--- src/rtl/flappy_pkg.sv ---
// Shared types and default constants for the flappy_dot game-loop control path.
// Latency: n/a (declarations only).
// Backpressure: n/a.
package flappy_pkg;

    localparam int RATE_W_DEF          = 29;
    localparam int START_RATE_DEF      = 833333;
    localparam int MIN_RATE_DEF        = 416666;
    localparam int RATE_STEP_DEF       = 20833;
    localparam int TICKS_PER_LEVEL_DEF = 600;
    localparam int LEVEL_W_DEF         = 4;

    typedef enum logic [2:0] {
        ST_IDLE,
        ST_WAIT_TICK,
        ST_ERASE,
        ST_MOVE,
        ST_DRAW
    } state_t;

endpackage

--- src/rtl/tick_counter.sv ---
// Loadable down-counter; zero is a same-cycle strobe when enabled at count 0.
// Latency: load/reload take effect on the next edge.
// Backpressure: en low freezes the count and masks the strobe.
module tick_counter #(
    parameter int           W         = 29,
    parameter logic [W-1:0] RESET_VAL = '0
) (
    input  logic         CLOCK_50,
    input  logic         resetn,
    input  logic         load,
    input  logic [W-1:0] load_val,
    input  logic         en,
    input  logic [W-1:0] reload_val,
    output logic         zero
);

    localparam logic [W-1:0] ONE = W'(1);

    logic [W-1:0] count;

    assign zero = en && (count == '0);

    always_ff @(posedge CLOCK_50 or negedge resetn) begin
        if (!resetn) begin
            count <= RESET_VAL;
        end else if (load) begin
            count <= load_val;
        end else if (zero) begin
            count <= reload_val;
        end else if (en) begin
            count <= count - ONE;
        end
    end

endmodule

--- src/rtl/frame_scheduler.sv ---
// Game-loop controller: one erase/move/draw frame per divider tick, with difficulty ramp.
// Latency: tick and reqs appear the edge after the divider hits zero; req drops the edge after done.
// Backpressure: a slow done stalls the frame; ticks landing mid-frame are dropped and flagged in overrun.
module frame_scheduler
    import flappy_pkg::*;
#(
    parameter int RATE_W          = RATE_W_DEF,
    parameter int START_RATE      = START_RATE_DEF,
    parameter int MIN_RATE        = MIN_RATE_DEF,
    parameter int RATE_STEP       = RATE_STEP_DEF,
    parameter int TICKS_PER_LEVEL = TICKS_PER_LEVEL_DEF,
    parameter int LEVEL_W         = LEVEL_W_DEF
) (
    input  logic               CLOCK_50,
    input  logic               resetn,
    input  logic               start,
    input  logic               pause,
    input  logic               game_over,
    output logic               erase_req,
    input  logic               erase_done,
    output logic               move_req,
    input  logic               move_done,
    output logic               draw_req,
    input  logic               draw_done,
    output logic               tick,
    output logic [RATE_W-1:0]  cur_rate,
    output logic [LEVEL_W-1:0] level,
    output logic               busy,
    output logic               overrun
);

    localparam int                  FCNT_W    = $clog2(TICKS_PER_LEVEL + 1);
    localparam logic [RATE_W-1:0]   RATE_ONE  = RATE_W'(1);
    localparam logic [RATE_W-1:0]   START_V   = RATE_W'(START_RATE);
    localparam logic [RATE_W-1:0]   MIN_V     = RATE_W'(MIN_RATE);
    localparam logic [RATE_W-1:0]   STEP_V    = RATE_W'(RATE_STEP);
    localparam logic [FCNT_W-1:0]   FCNT_LAST = FCNT_W'(TICKS_PER_LEVEL - 1);
    localparam logic [FCNT_W-1:0]   FCNT_ONE  = FCNT_W'(1);
    localparam logic [LEVEL_W-1:0]  LVL_ONE   = LEVEL_W'(1);

    state_t            state, state_nxt;
    logic              zero;
    logic              restart;
    logic              cnt_en;
    logic              frame_done;
    logic [FCNT_W-1:0] frame_cnt;
    logic [RATE_W-1:0] reload_val;
    logic [RATE_W:0]   rate_dec;
    logic [RATE_W-1:0] rate_nxt;

    assign restart    = start && !game_over;
    assign cnt_en     = (state != ST_IDLE) && !pause;
    assign frame_done = (state == ST_DRAW) && draw_done && !start && !game_over;
    assign reload_val = cur_rate - RATE_ONE;

    // Extra bit keeps the subtraction from wrapping below zero before the floor clamp.
    assign rate_dec = {1'b0, cur_rate} - {1'b0, STEP_V};
    assign rate_nxt = (rate_dec[RATE_W] || (rate_dec < {1'b0, MIN_V})) ? MIN_V
                                                                         : rate_dec[RATE_W-1:0];

    assign erase_req = (state == ST_ERASE);
    assign move_req  = (state == ST_MOVE);
    assign draw_req  = (state == ST_DRAW);
    assign busy      = erase_req || move_req || draw_req;

    tick_counter #(
        .W         (RATE_W),
        .RESET_VAL (START_V - RATE_ONE)
    ) u_tick_counter (
        .CLOCK_50   (CLOCK_50),
        .resetn     (resetn),
        .load       (restart),
        .load_val   (START_V - RATE_ONE),
        .en         (cnt_en),
        .reload_val (reload_val),
        .zero       (zero)
    );

    always_comb begin
        state_nxt = state;
        if (game_over) begin
            state_nxt = ST_IDLE;
        end else if (start) begin
            state_nxt = ST_WAIT_TICK;
        end else begin
            case (state)
                ST_WAIT_TICK: if (zero)       state_nxt = ST_ERASE;
                ST_ERASE:     if (erase_done) state_nxt = ST_MOVE;
                ST_MOVE:      if (move_done)  state_nxt = ST_DRAW;
                ST_DRAW:      if (draw_done)  state_nxt = ST_WAIT_TICK;
                default:                      state_nxt = state;
            endcase
        end
    end

    always_ff @(posedge CLOCK_50 or negedge resetn) begin
        if (!resetn) begin
            state     <= ST_IDLE;
            tick      <= 1'b0;
            overrun   <= 1'b0;
            level     <= '0;
            cur_rate  <= START_V;
            frame_cnt <= '0;
        end else begin
            state <= state_nxt;
            tick  <= zero && !start && !game_over;
            if (restart) begin
                overrun   <= 1'b0;
                level     <= '0;
                cur_rate  <= START_V;
                frame_cnt <= '0;
            end else begin
                if (zero && busy && !game_over) begin
                    overrun <= 1'b1;
                end
                if (frame_done) begin
                    if (frame_cnt == FCNT_LAST) begin
                        frame_cnt <= '0;
                        cur_rate  <= rate_nxt;
                        if (level != '1) begin
                            level <= level + LVL_ONE;
                        end
                    end else begin
                        frame_cnt <= frame_cnt + FCNT_ONE;
                    end
                end
            end
        end
    end

endmodule

--- config.mk ---
export PLATFORM = sky130hd
export DESIGN_NAME = frame_scheduler
export DESIGN_NICKNAME = d
export VERILOG_FILES = /design/src/rtl/flappy_pkg.sv /design/src/rtl/tick_counter.sv /design/src/rtl/frame_scheduler.sv
export SDC_FILE = /design/constraint.sdc
export NUM_CORES = 1
export LEC_CHECK = 0
export CAP_MARGIN = 10
export CORE_MARGIN = 2
export CORE_UTILIZATION = 32
export DETAILED_ROUTE_END_ITERATION = 12
export PLACE_DENSITY_LB_ADDON = 0.2
export REMOVE_ABC_BUFFERS = 1
export SYNTH_ARGS = -nofsm -noshare
export SYNTH_HDL_FRONTEND = slang
export SYNTH_SLANG_ARGS = --single-unit
--- constraint.sdc ---
create_clock -name CLOCK_50 -period 5.2 [get_ports CLOCK_50]
set_input_delay 0.52 -clock CLOCK_50 [delete_from_list [all_inputs] [get_ports CLOCK_50]]
set_output_delay 0.52 -clock CLOCK_50 [all_outputs]
set_load 0.005 [all_outputs]
# [After elaboration in Yosys (flattened, before gate mapping)]
# Index checks and enable logic that the tools add are counted.
[op_classes] order_cmp=1 n_addsub=5 n_reduce_logical=27 n_eq_ne=10 muxes=23
[op_table] cell="29-bit 2-to-1 mux" n=7
[op_table] cell="29-bit by 1-bit subtractor with 29-bit output (second input constant)" n=2
[op_table] cell="30-bit by 19-bit < comparator with 1-bit output (second input constant)" n=1
[op_table] cell="10-bit 2-to-1 mux" n=3
[op_table] cell="29-bit by 15-bit subtractor with 30-bit output (second input constant)" n=1
[op_table] cell="29-bit logical NOT" n=1
[op_table] cell="3-bit 2-to-1 mux" n=6
[op_table] cell="4-bit 2-to-1 mux" n=4
[op_table] cell="4-bit by 3-bit != test with 1-bit output (second input constant)" n=3
[op_table] cell="3-bit case mux with 4 select lines" n=1
[op_table] cell="10-bit by 1-bit adder with 10-bit output (second input constant)" n=1
[op_table] cell="10-bit equality test (second input constant)" n=1
[op_table] cell="1-bit logical AND" n=10
[op_table] cell="4-bit != test (second input constant)" n=2
[op_table] cell="2-bit nonzero test" n=4
[op_table] cell="3-bit by 2-bit equality test with 1-bit output (second input constant)" n=2
[op_table] cell="3-bit nonzero test" n=2
[op_table] cell="6-bit nonzero test" n=1
[op_table] cell="5-bit AND reduction" n=1
[op_table] cell="4-bit by 1-bit adder with 4-bit output (second input constant)" n=1
[op_table] cell="3-bit by 1-bit equality test with 1-bit output (second input constant)" n=1
[op_table] cell="3-bit equality test (second input constant)" n=1
[op_table] cell="1-bit logical NOT" n=3
[op_table] cell="1-bit logical OR" n=3
[op_table] cell="other kinds (3)" n=4
[word_totals] reg_bits=77 input_bits=8 out_inout_bits=39

# [Depth between registers and ports, before layout]
[logic_depth] ltp_word=7 depth_mapped=16 mapped_depth_nobuf=13

# [Cells and area by module]
# A second synthesis with hierarchy kept.
[unflattened] cells_unflattened=743 hier_area_um2=5972.0
[by_module_without_submodules] module="frame_scheduler" cells_per_inst=471 area_each_um2=3703.6 seq_area_each_um2=1216.2 n_inst=1
[by_module_without_submodules] module="tick_counter" cells_per_inst=272 area_each_um2=2268.4 seq_area_each_um2=739.5 n_inst=1

# [Worst setup path after synthesis]
# No wires, ideal clock.
[synth_path] path_kind="register to register" from="register state[2]" to="register u_tick_counter.count[28]" arrival_ps=3724 period_less_slack_ps=3824 stages_incl_launch_ff=17 setup_slack_ps=1376 path_buffers=3 cell_sequence="dfrtp_1 > nor3_1 > nor4_4 > nor4b_4 > clkbuf_1 > clkbuf_1 > buf_1 > a21oi_1 > ha_1 > nand3b_1 > nor3_1 > nand2_1 > a211o_1 > or4_4 > nor4_4 > a211oi_1 > a311oi_1"
[synth_between] elab_chain_cells=5
[synth_lines] item="start, declared" line="frame_scheduler.sv:41" text="state_t state, state_nxt;"
[synth_lines] item="start signal, assigned" line="frame_scheduler.sv:105" text="state <= state_nxt;"
[synth_lines] item="3-bit nonzero test *" line="frame_scheduler.sv:52" text="assign cnt_en = (state != ST_IDLE) && !pause;"
[synth_lines] item="1-bit logical AND *" line="frame_scheduler.sv:52"
[synth_lines] item="1-bit logical AND" line="tick_counter.sv:21" text="assign zero = en && (count == '0);"
[synth_lines] item="29-bit 2-to-1 mux" line="tick_counter.sv:28" text="end else if (zero) begin"
[synth_lines] item="29-bit 2-to-1 mux" line="tick_counter.sv:26" text="end else if (load) begin"
[synth_lines] item="end signal, assigned" line="tick_counter.sv:27" text="count <= load_val;"
[synth_lines] item="end signal, assigned" line="tick_counter.sv:29" text="count <= reload_val;"
[synth_lines] item="end signal, assigned" line="tick_counter.sv:31" text="count <= count - ONE;"
[synth_lines] item="end, declared" line="tick_counter.sv:19" text="logic [W-1:0] count;"
# Mark *: on every way between the ends. The rest lies on a longest branch, timed or not.
# A chain may end at the register's enable or synchronous reset.

# [Final worst setup path]
[layout_path] from="register cur_rate[1]" to="register cur_rate[26]"
[layout_between] elab_chain_cells=7
[layout_lines] item="start, declared" line="frame_scheduler.sv:26" text="output logic [RATE_W-1:0] cur_rate,"
[layout_lines] item="start signal, assigned" line="frame_scheduler.sv:119" text="cur_rate <= rate_nxt;"
[layout_lines] item="29-bit by 15-bit subtractor with 30-bit output *" line="frame_scheduler.sv:57" text="assign rate_dec = {1'b0, cur_rate} - {1'b0, STEP_V};"
[layout_lines] item="30-bit by 19-bit < comparator with 1-bit output" line="frame_scheduler.sv:58" text="assign rate_nxt = (rate_dec[RATE_W] || (rate_dec < {1'b0, MIN_V})) ? MIN_V"
[layout_lines] item="1-bit logical OR" line="frame_scheduler.sv:58"
[layout_lines] item="29-bit 2-to-1 mux *" line="frame_scheduler.sv:58"
[layout_lines] item="29-bit 2-to-1 mux *" line="frame_scheduler.sv:117" text="if (frame_cnt == FCNT_LAST) begin"
[layout_lines] item="29-bit 2-to-1 mux *" line="frame_scheduler.sv:116" text="if (frame_done) begin"
[layout_lines] item="29-bit 2-to-1 mux *" line="frame_scheduler.sv:107" text="if (restart) begin"
# Mark *: on every way between the ends. The rest lies on a longest branch, timed or not. The select of a mux whose other input is x is not followed.

==> key figures <==
Outcome
  – Run status: finished, final reports clean

Global routing
  – Initial antenna violation count: 0
  – Pin count of the biggest net entering global routing: 59
  – GRT Util Overall: around a fifth
  – Vias in the first global route: 5331
  – First-pass GRT wire length: 28.5 mm
  – Global route overflow: 0

Logic synthesis
  – Yosys top cell area share: 23.7%
  – Mapped cell area: 0.00570 sq mm
  – Mean post-synth cell area: 8.27 sq um
  – Flops & latches, synth: a little under 80
  – Dominant cell type by area after synthesis: dfrtp_1
  – Area contributors post-synth: dfrtp_1, dfstp_2, nand2_1
  – Cells after synthesis: 689
  – Sequential cell area fraction in the yosys report: 34.3%
  – Async SR Flop Fraction: 100%
  – Synth warn: 0
  – Yosys cell types: 93
  – Synth Flop Type: dfrtp_1
  – Number of flops mapped to enable cells by yosys: 0

Detailed routing
  – DR WL/cell: approximately 19 um
  – Number of antenna-violating nets in the routed design: 0
  – Via Count: 5597
  – First-pass DRT Iterations: 5
  – Vias per cell: 6.02
  – Final wirelength: 17.7 mm
  – Starting DRT DRC Count: between 300 and 400
  – DRC Markers: 0

Floorplan
  – Die Ht: 137 um
  – CORE AREA: between 0.015 and 0.02 sq mm
  – Starting Density: 32.8%
  – Die area: approximately 0.019 sq mm
  – Die X: between 100 and 150 um
  – Std-Cell Rows: 48
  – I/O pin total: 47

Run
  – Number of max-cap violations: 0

Layout
  – Reg area: 0.00196 sq mm
  – Layout area overhead: 14.9%
  – FILL cells: about 1800
  – Layout Nets: 711
  – Diode count: 0
  – Layout cells sized above 1: 13.1%
  – Multi-input logic area: approximately 0.0034 sq mm

Timing
  – RSZ-0062 raised after global routing: false
  – Clock Skew: 0.0107 ns
  – Worst-margin pin slew: 0.758 ns
  – Hold_ws: 0.0809 ns
  – Top achievable clock speed: 250 MHz
  – Period utilisation layout: 76.8%
  – Setup TNS: 0 ns
  – Tmin final: 3.99 ns
  – Worst rel slew slack: 49.4%
  – Final Setup Violations: 0
  – Slew Viols, Final: 0
  – Final hold violations: 0

Power
  – PD cells: between 200 and 300 mW/mm^2
  – IR drop worst, VDD: 0.000148 V
  – Pleak: 2.37 nW

Clock tree
  – Hold buffer count at CTS: 0
  – Clock Sinks: 77
  – Max clock buf depth: 2
  – Buffer count from post-CTS setup fixing: 0
  – Worst-Skew Late Latency: 0.35 ns
  – Root Buffer: clkbuf_16
  – Worst-path clk slew: 0.07 ns
  – Post-CTS resize count: 0
  – Cts bufs inserted: 9
  – CTS tree: yes
  – CTS H-Tree Depth: 3

Setup path
  – Crit Path Max Fanout: 14
  – Crit. End Element: flip-flop
  – Crit path cell chain: inv_1, ha_1, or4b_4, a311o_1, or3_1, o311ai_1, o211a_1, o22ai_2, a21oi_2, nand2_2, o311ai_2
  – Crit start category: flip-flop
  – CP peak stage delay: 0.63 ns
  – Critical setup path kind: reg -> reg
  – CP max stage cell: a21oi_2
  – Critical path arrival: 4.24 ns
  – Worst r2r path cells: 11
  – Crit path required time: 5.45 ns

Place
  – I/O Buffers: 46
  – Placer Congestion: 0.891
  – Detailed Place HPWL: 12.3 mm

Worst hold path
  – Hold WC Path Type: in -> async
## cell usage after synthesis (11+ instances only)
cell type / instances
a21oi_1: 47
a31oi_1: 11
a211oi_1: 16
nor2_1: 67
o211ai_1: 12
clkbuf_1: 38
dfstp_2: 23
nand3_1: 15
dfrtp_1: 54
inv_1: 21
nor3_1: 22
a22oi_1: 13
o21ai_0: 49
nand2_1: 72
## layout by cell type, fill, tap and decap left out, types with 4 or more instances in the layout
master / netlist / final
clkdlybuf4s50_1: 0 / 45
a2bb2oi_1: 4 / 4
clkbuf_16: 0 / 9
a211oi_1: 16 / 16
and2_1: 4 / 4
o211a_1: 4 / 4
a21oi_1: 47 / 47
dfrtp_1: 54 / 54
nor2_1: 67 / 66
buf_4: 1 / 8
and3_1: 9 / 9
a22oi_1: 13 / 13
o31ai_1: 7 / 7
inv_1: 21 / 21
a31oi_1: 11 / 11
ha_1: 4 / 4
nor2b_1: 8 / 7
o211ai_1: 12 / 12
a21o_1: 5 / 5
a2111o_1: 4 / 4
or2_2: 8 / 8
nand2b_1: 4 / 4
nor3_1: 22 / 22
o22ai_1: 10 / 10
o21ai_0: 49 / 49
nor4_4: 4 / 4
nand4_1: 10 / 10
a211o_1: 4 / 4
dfstp_2: 23 / 23
nand3b_1: 4 / 4
o221a_2: 4 / 4
nor4_1: 10 / 10
xor2_1: 8 / 8
nand4b_1: 6 / 6
or3_1: 8 / 8
nand2_1: 72 / 72
nand3_1: 15 / 15
## through the flow
stage / std cells / power (mW) / setup WS [ns] / area (sq um) / util, %
2_1_floorplan: 635 / 0.941 / 1.01 / 5450 / -
5_1_grt: 929 / 1.86 / 0.947 / 6550 / 37.7
3_3_place_gp: 913 / 1.13 / 1.34 / 6250 / 36.0
4_1_cts: 929 / 1.79 / 1.23 / 6550 / 37.7
6_report: 929 / 1.78 / 1.21 / 6550 / 37.7
3_5_place_dp: 913 / 1.13 / 1.23 / 6250 / 36.0
## per-layer routing
layer  vias to the layer above  GRT usage [%]  share of wire, %
li1                       2613              -                 -
met1                      2769           25.1                45
met2                       179           31.9                47
met3                        36           3.86               5.3
met4                         0           7.22               2.2
met5                         -              0                 0
## critical path: cells and delay by family, from the launching register on
family	cells	cell delay, ns
AO/OA/AOI/OAI	6	1.76
AND/OR/NAND/NOR	3	1.22
flip-flops	1	0.46
adder cells (fa/ha/maj)	1	0.33
buffers and inverters	1	0.11
## cells by family (layout without fill, tap and decap cells)
kind of cell / Yosys count / after routing / synth area share, %
muxes: 5 / 5 / 0.922
DFF: 77 / 77 / 34.3
xor gates and xnor gates: 12 / 12 / 1.98
and+or+nand+nor: 284 / 284 / 27.9
buffers and inverters: 75 / 90 / 5.67
AOI/OAI and AO/OA: 232 / 232 / 28.4
adders and majority gates: 4 / 4 / 0.878
## state kept, by name, indices dropped and copies added (netlist names)
signal	cells
cur_rate	29
u_tick_counter.count	29
frame_cnt	10
overrun	1
level	4
tick	1
state	3
## power by group
group          switching [mW]  internal (mW)  total, mW  leakage [nW]
clock                   0.264          0.384      0.648         0.143
sequential              0.124          0.653      0.777         0.954
combinational           0.187          0.164      0.351          1.27
total                   0.575           1.20       1.78          2.37
## layout make-up
cell class	instances	share of cell area (%)
multi-input cells	537	52.3
well taps	225	4.30
repair buffers	53	7.80
clock inverters	4	0.726
flip-flops and latches	77	29.9
inverters	21	1.20
clock buffers	12	3.77
## worst paths after layout
path	startpoint	end	slack, ns
worst max-delay path	cur_rate[1]	cur_rate[26]	1.21
worst min-delay path	resetn	cur_rate[17]	0.08
worst max register to register	cur_rate[1]	cur_rate[26]	1.21
worst min register to register	frame_cnt[9]	frame_cnt[9]	0.51
max in group asynchronous	resetn	frame_cnt[5]	4.11
min in group CLOCK_50	frame_cnt[9]	frame_cnt[9]	0.51
No activity file was read; power rests on OpenSTA's default activity.
